==> src/rtl/serial_chunk_adder.sv <==
// rtl/serial_chunk_adder.sv - multi-cycle adder processing CHUNK bits per clock
// Latches operands, ripples one chunk per RUN cycle, holds the result in DONE until accepted.
module serial_chunk_adder #(
   parameter int WIDTH = 32,
   parameter int CHUNK = 8
) (
   input  logic             clk,
   input  logic             rst_n,
   input  logic             in_valid,
   output logic             in_ready,
   input  logic [WIDTH-1:0] a,
   input  logic [WIDTH-1:0] b,
   input  logic             cin,
   output logic             out_valid,
   input  logic             out_ready,
   output logic [WIDTH-1:0] sum,
   output logic             cout,
   output logic             ovf,
   output logic             busy
);

   localparam int NCH  = (CHUNK > 0) ? WIDTH / CHUNK : 1;
   localparam int IDXW = (NCH > 1) ? $clog2(NCH) : 1;

   if (CHUNK < 1 || CHUNK > WIDTH || (WIDTH % CHUNK) != 0) begin : g_param_check
      $error("serial_chunk_adder: CHUNK must divide WIDTH and lie in 1..WIDTH");
   end

   typedef enum logic [1:0] {IDLE, RUN, DONE} state_t;

   state_t            state_q, state_d;
   logic [WIDTH-1:0]  a_q, b_q, sum_q;
   logic              carry_q, cout_q, ovf_q;
   logic [IDXW-1:0]   idx_q;
   logic [CHUNK-1:0]  a_chunk, b_chunk, chunk_sum;
   logic [CHUNK:0]    carry;
   logic              last_chunk;

   assign last_chunk = (idx_q == IDXW'(NCH - 1));

   always_ff @(posedge clk or negedge rst_n) begin
      if (!rst_n) state_q <= IDLE;
      else        state_q <= state_d;
   end

   always_comb begin
      state_d = state_q;
      case (state_q)
         IDLE:    if (in_valid) state_d = RUN;
         RUN:     if (last_chunk) state_d = DONE;
         DONE:    if (out_ready) state_d = IDLE;
         default: state_d = IDLE;
      endcase
   end

   // in_ready is gated by rst_n so it reads low while reset is held
   always_comb begin
      in_ready  = rst_n && (state_q == IDLE);
      out_valid = (state_q == DONE);
      busy      = (state_q == RUN);
   end

   // Chunk select plus CHUNK-bit ripple of full adders seeded by the carry register
   always_comb begin
      a_chunk   = '0;
      b_chunk   = '0;
      chunk_sum = '0;
      carry     = '0;
      for (int k = 0; k < NCH; k++) begin
         if (idx_q == IDXW'(k)) begin
            a_chunk = a_q[k*CHUNK +: CHUNK];
            b_chunk = b_q[k*CHUNK +: CHUNK];
         end
      end
      carry[0] = carry_q;
      for (int i = 0; i < CHUNK; i++) begin
         chunk_sum[i] = a_chunk[i] ^ b_chunk[i] ^ carry[i];
         carry[i+1]   = (a_chunk[i] & b_chunk[i]) | (carry[i] & (a_chunk[i] ^ b_chunk[i]));
      end
   end

   always_ff @(posedge clk or negedge rst_n) begin
      if (!rst_n) begin
         a_q     <= '0;
         b_q     <= '0;
         sum_q   <= '0;
         carry_q <= 1'b0;
         cout_q  <= 1'b0;
         ovf_q   <= 1'b0;
         idx_q   <= '0;
      end else begin
         case (state_q)
            IDLE: begin
               if (in_valid) begin
                  a_q     <= a;
                  b_q     <= b;
                  carry_q <= cin;
                  idx_q   <= '0;
                  sum_q   <= '0;
               end
            end
            RUN: begin
               for (int k = 0; k < NCH; k++) begin
                  if (idx_q == IDXW'(k)) sum_q[k*CHUNK +: CHUNK] <= chunk_sum;
               end
               carry_q <= carry[CHUNK];
               // idx stops on the last chunk so it can never wrap
               if (last_chunk) begin
                  cout_q <= carry[CHUNK];
                  ovf_q  <= carry[CHUNK] ^ carry[CHUNK-1];
               end else begin
                  idx_q <= idx_q + 1'b1;
               end
            end
            default: ;
         endcase
      end
   end

   assign sum  = sum_q;
   assign cout = cout_q;
   assign ovf  = ovf_q;

endmodule

==> config.mk <==
export PLATFORM = sky130hd
export DESIGN_NAME = serial_chunk_adder
export DESIGN_NICKNAME = d
export VERILOG_FILES = /design/src/rtl/serial_chunk_adder.sv
export SDC_FILE = /design/constraint.sdc
export NUM_CORES = 1
export LEC_CHECK = 0
export CAP_MARGIN = 30
export CELL_PAD_IN_SITES_DETAIL_PLACEMENT = 0
export CELL_PAD_IN_SITES_GLOBAL_PLACEMENT = 1
export CORE_MARGIN = 2
export CORE_UTILIZATION = 36
export DETAILED_ROUTE_END_ITERATION = 12
export GPL_TIMING_DRIVEN = 1
export PLACE_DENSITY_LB_ADDON = 0.25
export REMOVE_ABC_BUFFERS = 1
export SETUP_SLACK_MARGIN = 0.15
export SLEW_MARGIN = 10
export SYNTH_ARGS = -nofsm -noshare
export SYNTH_HDL_FRONTEND = slang
export SYNTH_SLANG_ARGS = --single-unit
==> constraint.sdc <==
create_clock -name clk -period 4.7 [get_ports clk]
set_input_delay 1.175 -clock clk [delete_from_list [all_inputs] [get_ports clk]]
set_output_delay 1.175 -clock clk [all_outputs]
set_load 0.005 [all_outputs]
# Word level (Yosys, flattened, before mapping)
# Cells that the tools add are included.
[classes] add_sub_neg=1 n_mul=0 n_div=0 order_cmp=0 eq_ne=12 n_shift=0 muxes=23 n_bitwise=41 reduce_logical=13
[ops] cell="two-way mux 8 bit" n=12
[ops] cell="case mux 32 bit (2 select lines)" n=1
[ops] cell="two-way mux 32 bit" n=1
[ops] cell="AND reduction 3 bit" n=6
[ops] cell="XOR 1 bit" n=17
[ops] cell="bitwise AND 1 bit" n=16
[ops] cell="two-way mux 2 bit" n=5
[ops] cell="inequality test 2 x 1 -> 1 bit (second input constant)" n=5
[ops] cell="bitwise OR 1 bit" n=8
[ops] cell="equality test 2 bit (second input constant)" n=3
[ops] cell="case mux 2 bit (3 select lines)" n=1
[ops] cell="AND reduction 2 bit" n=3
[ops] cell="equality test 2 x 1 -> 1 bit (second input constant)" n=2
[ops] cell="zero test 2 bit" n=2
[ops] cell="inequality test 2 bit (second input constant)" n=2
[ops] cell="case mux 2 bit (2 select lines)" n=1
[ops] cell="adder 2 x 1 -> 2 bit (second input constant)" n=1
[ops] cell="case mux 1 bit (2 select lines)" n=1
[ops] cell="nonzero test 2 bit" n=1
[ops] cell="logical AND 1 bit" n=1
[ops] cell="two-way mux 1 bit" n=1
[word_totals] ff_bits=103 latchBits=0 ram_bits=0 romBits=0 input_bits=69 word_cells=101 memories=0

# Depth between registers and ports, before layout
[logic_depth] ltp_word=23 mapped_depth=18 mapped_depth_nobuf=17

# Least setup slack after synthesis
# OpenSTA, ideal clock, no wires.
[synth_path] path_type="flip-flop to flip-flop" from="register idx_q[0]" to="register sum_q[15], in the netlist sum[15]" arrival_time_ps=4486 slack_ps=89 stages_incl_launch_ff=18 synth_period_minus_slack_ps=4611 path_cell_list="dfrtp_1 > ha_1 > clkbuf_1 > clkbuf_1 > a21oi_1 > a22o_1 > fa_1 > fa_1 > fa_1 > fa_1 > fa_1 > inv_1 > fa_1 > fa_1 > inv_1 > fa_1 > and2_1 > mux2_2"
[synth_via] elab_chain_cells=23 word_cells_on_any_way=46
[synth_lines] element="from (decl)" line_no="34" source="logic [IDXW-1:0] idx_q;"
[synth_lines] element="from (signal assigned)" line_no="112" source="idx_q <= idx_q + 1'b1;"
[synth_lines] element="zero test 2 bit" line_no="70" source="if (idx_q == IDXW'(k)) begin"
[synth_lines] element="two-way mux 8 bit (4 in a row)" line_no="70"
[synth_lines] element="XOR 1 bit" line_no="78" source="carry[i+1] = (a_chunk[i] & b_chunk[i]) | (carry[i] & (a_chunk[i] ^ b_chunk[i]));"
[synth_lines] element="bitwise AND 1 bit" line_no="78"
[synth_lines] element="bitwise OR 1 bit" line_no="78"
[synth_lines] element="bitwise AND 1 bit" line_no="78"
[synth_lines] element="bitwise OR 1 bit" line_no="78"
[synth_lines] element="bitwise AND 1 bit" line_no="78"
[synth_lines] element="[... 4 more ...]"
[synth_lines] element="bitwise OR 1 bit" line_no="78"
[synth_lines] element="bitwise AND 1 bit" line_no="78"
[synth_lines] element="bitwise OR 1 bit" line_no="78"
[synth_lines] element="bitwise AND 1 bit" line_no="78"
[synth_lines] element="bitwise OR 1 bit" line_no="78"
[synth_lines] element="XOR 1 bit" line_no="77" source="chunk_sum[i] = a_chunk[i] ^ b_chunk[i] ^ carry[i];"
[synth_lines] element="two-way mux 8 bit" line_no="104" source="if (idx_q == IDXW'(k)) sum_q[k*CHUNK +: CHUNK] <= chunk_sum;"
[synth_lines] element="case mux 32 bit (2 select lines)" line_no="92" source="case (state_q)"
[synth_lines] element="to (signal, indexed assignment)" line_no="104"
[synth_lines] element="to (decl)" line_no="32" source="logic [WIDTH-1:0] a_q, b_q, sum_q;"
# Several ways; a longest one is shown, not always the timed one. The select of a mux whose other input is x is not followed.
# A chain may end at the register's enable or synchronous reset.

# Final worst setup path
[layout_path] from="register idx_q[1]" to="register sum_q[31], in the netlist sum[31]"
# The elaborated chain is that of the path after synthesis.

==> impl_summary.log <==
INFO  metric maxSlewHeadroom = 53.0%
INFO  metric timing.critical_path.slowest_stage_cell = sky130_fd_sc_hd__fa_1
INFO  metric final_max_slew_viol_count = 0
INFO  metric synth_cells = 381
INFO  metric ys.warnings.count = 0
INFO  metric detailroute.via_count = 3227
INFO  metric ant_nets = 0
INFO  metric finalCoreUtilization = 49.9%
INFO  metric max_clock_freq = around 230 MHz
INFO  metric finalInstanceArea = between 6000 and 7000 um2
INFO  metric grt_setup_unrepaired = true
INFO  metric number_of_antenna_violations_at_the_first_check_in_global_routing = 0
INFO  metric finish.net_count = 570
INFO  metric grt_pass1_wl = around 18000 um
INFO  metric first_global_vias = 3359
INFO  metric count_of_inserted_antenna_diode_cells = 0
INFO  metric violation_count_after_the_first_detailed_route_iteration = around 150
INFO  metric total_power = between 0.004 and 0.005 W
INFO  metric placeableCoreArea = approximately 13000 um2
INFO  metric critical_path_arrival = around 4600 ps
INFO  metric htree_num_levels = 3
INFO  metric detailedPlace.worstSlack = -37.3 ps
INFO  metric drt_first_pass_iters = 4
INFO  metric layout.cells.most_common = sky130_fd_sc_hd__clkdlybuf4s50_1
INFO  metric max_cap_viols = 0
INFO  metric synth.mux.area_fraction = between 10% and 20%
INFO  metric clock_tree.buffer_depth = 2
INFO  metric grt_overflow = 0
INFO  metric syn-cell-area = about 4700 um2
INFO  metric placedInstanceArea = just under 6000 um2
INFO  metric vdd.ir_drop.worst = 279 uV
INFO  metric routed_via_density = approximately 4.8
INFO  metric routed_wirelength = around 11000 um
INFO  metric power_density = approximately 750 nW/um2
INFO  metric tightestPinTransition = between 700 and 800 ps
INFO  metric synth_top_family_by_area = multiplexers
INFO  metric timing.final.ws_setup = between 300 and 400 ps
INFO  metric synth-adder-area-share = ~4.4%
INFO  metric final_layout_size_suffix_gt1_share = between 20% and 30%
INFO  metric yosys.cell_types.count = 27
INFO  metric post_synth_xor_area_fraction = less than 1%
INFO  metric clkSlewWorstSetupHoldPaths = roughly 70 ps
INFO  metric final_cell_mix = 104 x sky130_fd_sc_hd__clkdlybuf4s50_1, 102 x sky130_fd_sc_hd__dfrtp_1, 84 x sky130_fd_sc_hd__mux2_2, 35 x sky130_fd_sc_hd__nand2_1, 29 x sky130_fd_sc_hd__o21ai_0
INFO  metric skew = 10.3 ps
INFO  metric placement.io_buffers = 105
INFO  metric run_status = finished clean
INFO  metric drc = 0
INFO  metric synth_simple_gate_area_share = under 10%
INFO  metric setup-violations-final = 0
INFO  metric die-width = 119 um
INFO  metric cts_root_buf = sky130_fd_sc_hd__clkbuf_16
INFO  metric detailed_place_hpwl = around 8000 um
INFO  metric final.period_utilization = between 90% and 100%
INFO  metric critPathCaptureType = flop
INFO  metric die_h = 119 um
INFO  metric placedCellCount = around 650
INFO  metric ys_seq_area_share = a little over half
INFO  metric worstPathRequired = between 4000 and 5000 ps
INFO  metric path_common_cell = sky130_fd_sc_hd__fa_2
INFO  metric final_non_filler_cell_total = between 600 and 700
INFO  metric total_number_of_placement_rows = a little over 40
INFO  metric area.growth.synth_to_final = 34.1%
INFO  metric total_leakage_power = approximately 2.7 nW
INFO  metric top_level_ports = approximately 110
INFO  metric gr-usage-all-layers = around 16%
INFO  metric synth_seq_cells = 103
INFO  metric floorplan.die_area = between 10000 and 15000 um2
INFO  metric path_cells = buf_6, ha_4, a21oi_1, o21ai_0, a22o_1, fa_2, fa_2, fa_2, fa_2, fa_2, inv_2, fa_2, fa_2, inv_2, fa_1, and2_4, mux2_2
INFO  metric type_of_the_worst_setup_path = flop to flop
INFO  metric cts_tree = built
INFO  metric finalHoldViolCount = 0
INFO  metric initial_core_util = about 37%
INFO  metric cts_hold_repair.buffers = 0
INFO  metric period_minus_slack = ~4400 ps
INFO  metric worst_hold_path_type = flop to flop
INFO  metric critical_path.max_stage_delay = about 420 ps
INFO  metric finalWeightedCongestion = 0.748
INFO  metric synth-compound-area-share = between 10 and 15%
INFO  metric route.detailed.wl_per_inst = approximately 16 um
INFO  metric insertion_delay = between 300 and 400 ps
INFO  metric cts_buffers = 9
INFO  metric timing.critical_path.fanout_max = 6
INFO  metric numClockSinks = 103
INFO  metric grt_max_degree = 56
INFO  metric syn_avg_cell_area = 12.4 um2
INFO  metric critPathLaunchType = flop
INFO  metric fillers = 1189
## layer usage
layer / global-route usage (%) / wire, um / vias to the layer above
li1: - / - / 1543
met1: 20.8 / 4960 / 1598
met2: 26.7 / 5330 / 76
met3: 3.91 / 487 / 10
met4: 4.46 / 176 / 0
met5: 0 / 0 / -
## what timing repair did
item	4_1_cts	5_1_grt
hold endpoints to repair	0	0
buffers inserted	2	1
setup endpoints to repair	7	7
resized for setup	5	16
gates cloned	0	0
pin swaps	0	4
## Yosys cell counts
cell	n	area share (%)
sky130_fd_sc_hd__a31oi_1	1	0.13
sky130_fd_sc_hd__ha_1	4	1.1
sky130_fd_sc_hd__a22oi_1	5	0.79
sky130_fd_sc_hd__buf_4	5	0.79
sky130_fd_sc_hd__mux2_2	84	20
sky130_fd_sc_hd__a21oi_1	27	2.9
sky130_fd_sc_hd__o31ai_1	3	0.48
sky130_fd_sc_hd__nor2b_1	4	0.53
sky130_fd_sc_hd__nand3b_1	1	0.16
sky130_fd_sc_hd__a21oi_4	4	1.4
sky130_fd_sc_hd__buf_6	1	0.24
sky130_fd_sc_hd__nor3b_1	2	0.32
sky130_fd_sc_hd__nor2_1	4	0.32
sky130_fd_sc_hd__fa_1	8	3.4
sky130_fd_sc_hd__xor2_1	1	0.19
sky130_fd_sc_hd__a221o_1	1	0.21
sky130_fd_sc_hd__a22o_1	10	1.9
sky130_fd_sc_hd__dfrtp_1	103	54
sky130_fd_sc_hd__and2_1	6	0.79
sky130_fd_sc_hd__buf_2	5	0.53
sky130_fd_sc_hd__nor3b_4	1	0.40
sky130_fd_sc_hd__o21ai_0	30	3.2
sky130_fd_sc_hd__nand2_1	35	2.8
sky130_fd_sc_hd__clkbuf_1	11	0.87
sky130_fd_sc_hd__inv_1	21	1.7
sky130_fd_sc_hd__nand2b_1	2	0.26
sky130_fd_sc_hd__a221oi_1	2	0.37
## flip-flops by register name, summed over array words and instances, names as in the netlist
register  flops
ovf           1
cout          1
sum          32
a_q          32
carry_q       1
state_q       2
idx_q         2
b_q          32
## final cells by class
cell class	instances	area, um2	share of cell area (%)
inverters	21	78.8	1.24
clock buffers	11	253	3.99
well taps	172	215	3.39
clock inverters	5	46.3	0.730
flip-flops and latches	103	2580	40.7
multi-input cells	235	2010	31.7
repair buffers	119	1160	18.2
## worst max-delay path, delay by kind of cell, from the launching register on
kind | cells | cell delay [ps]
adder cells (fa/ha/maj) | 9 | 2820
flip-flops | 1 | 400
AO/OA/AOI/OAI | 3 | 390
multiplexers | 1 | 260
buffers and inverters | 3 | 240
AND/OR/NAND/NOR | 1 | 150
## report_power, final
part	leakage, nW	internal (W)	switching, W
sequential	1.26	0.00132	0.000255
clock	0.149	0.000399	0.000345
combinational	1.25	0.00131	0.00114
total	2.66	0.00303	0.00174
## kinds of logic (layout without fill, tap and decap cells)
| family | count (synthesis) | count (layout) |
|---|---|---|
| adder cells (fa/ha/maj) | 12 | 12 |
| buffers and inverters | 43 | 156 |
| multiplexers | 84 | 84 |
| flip-flops | 103 | 103 |
| AND/OR/NAND/NOR | 55 | 55 |
| AO/OA/AOI/OAI | 83 | 83 |
| XOR/XNOR | 1 | 1 |
## worst paths after layout
check                          from        to  slack (ps)  depth (start not counted)
max                        idx_q[1]   sum[31]         320                         17
min                         sum[17]   sum[17]         500                          1
max reg2reg                idx_q[1]   sum[31]         320                         17
min reg2reg                 sum[17]   sum[17]         500                          1
max in group asynchronous     rst_n  idx_q[0]        2480                          3
min in group asynchronous     rst_n    a_q[3]        1010                          2
## through the flow
step / setup TNS [ps] / hold WS (ps)
finish: 0 / 504
global route: 0 / 524
CTS: 0 / 511
detailed placement: -115 / 496
global placement: 0 / 491
floorplan: -406 / 473
No activity file was read; power rests on OpenSTA's default activity.
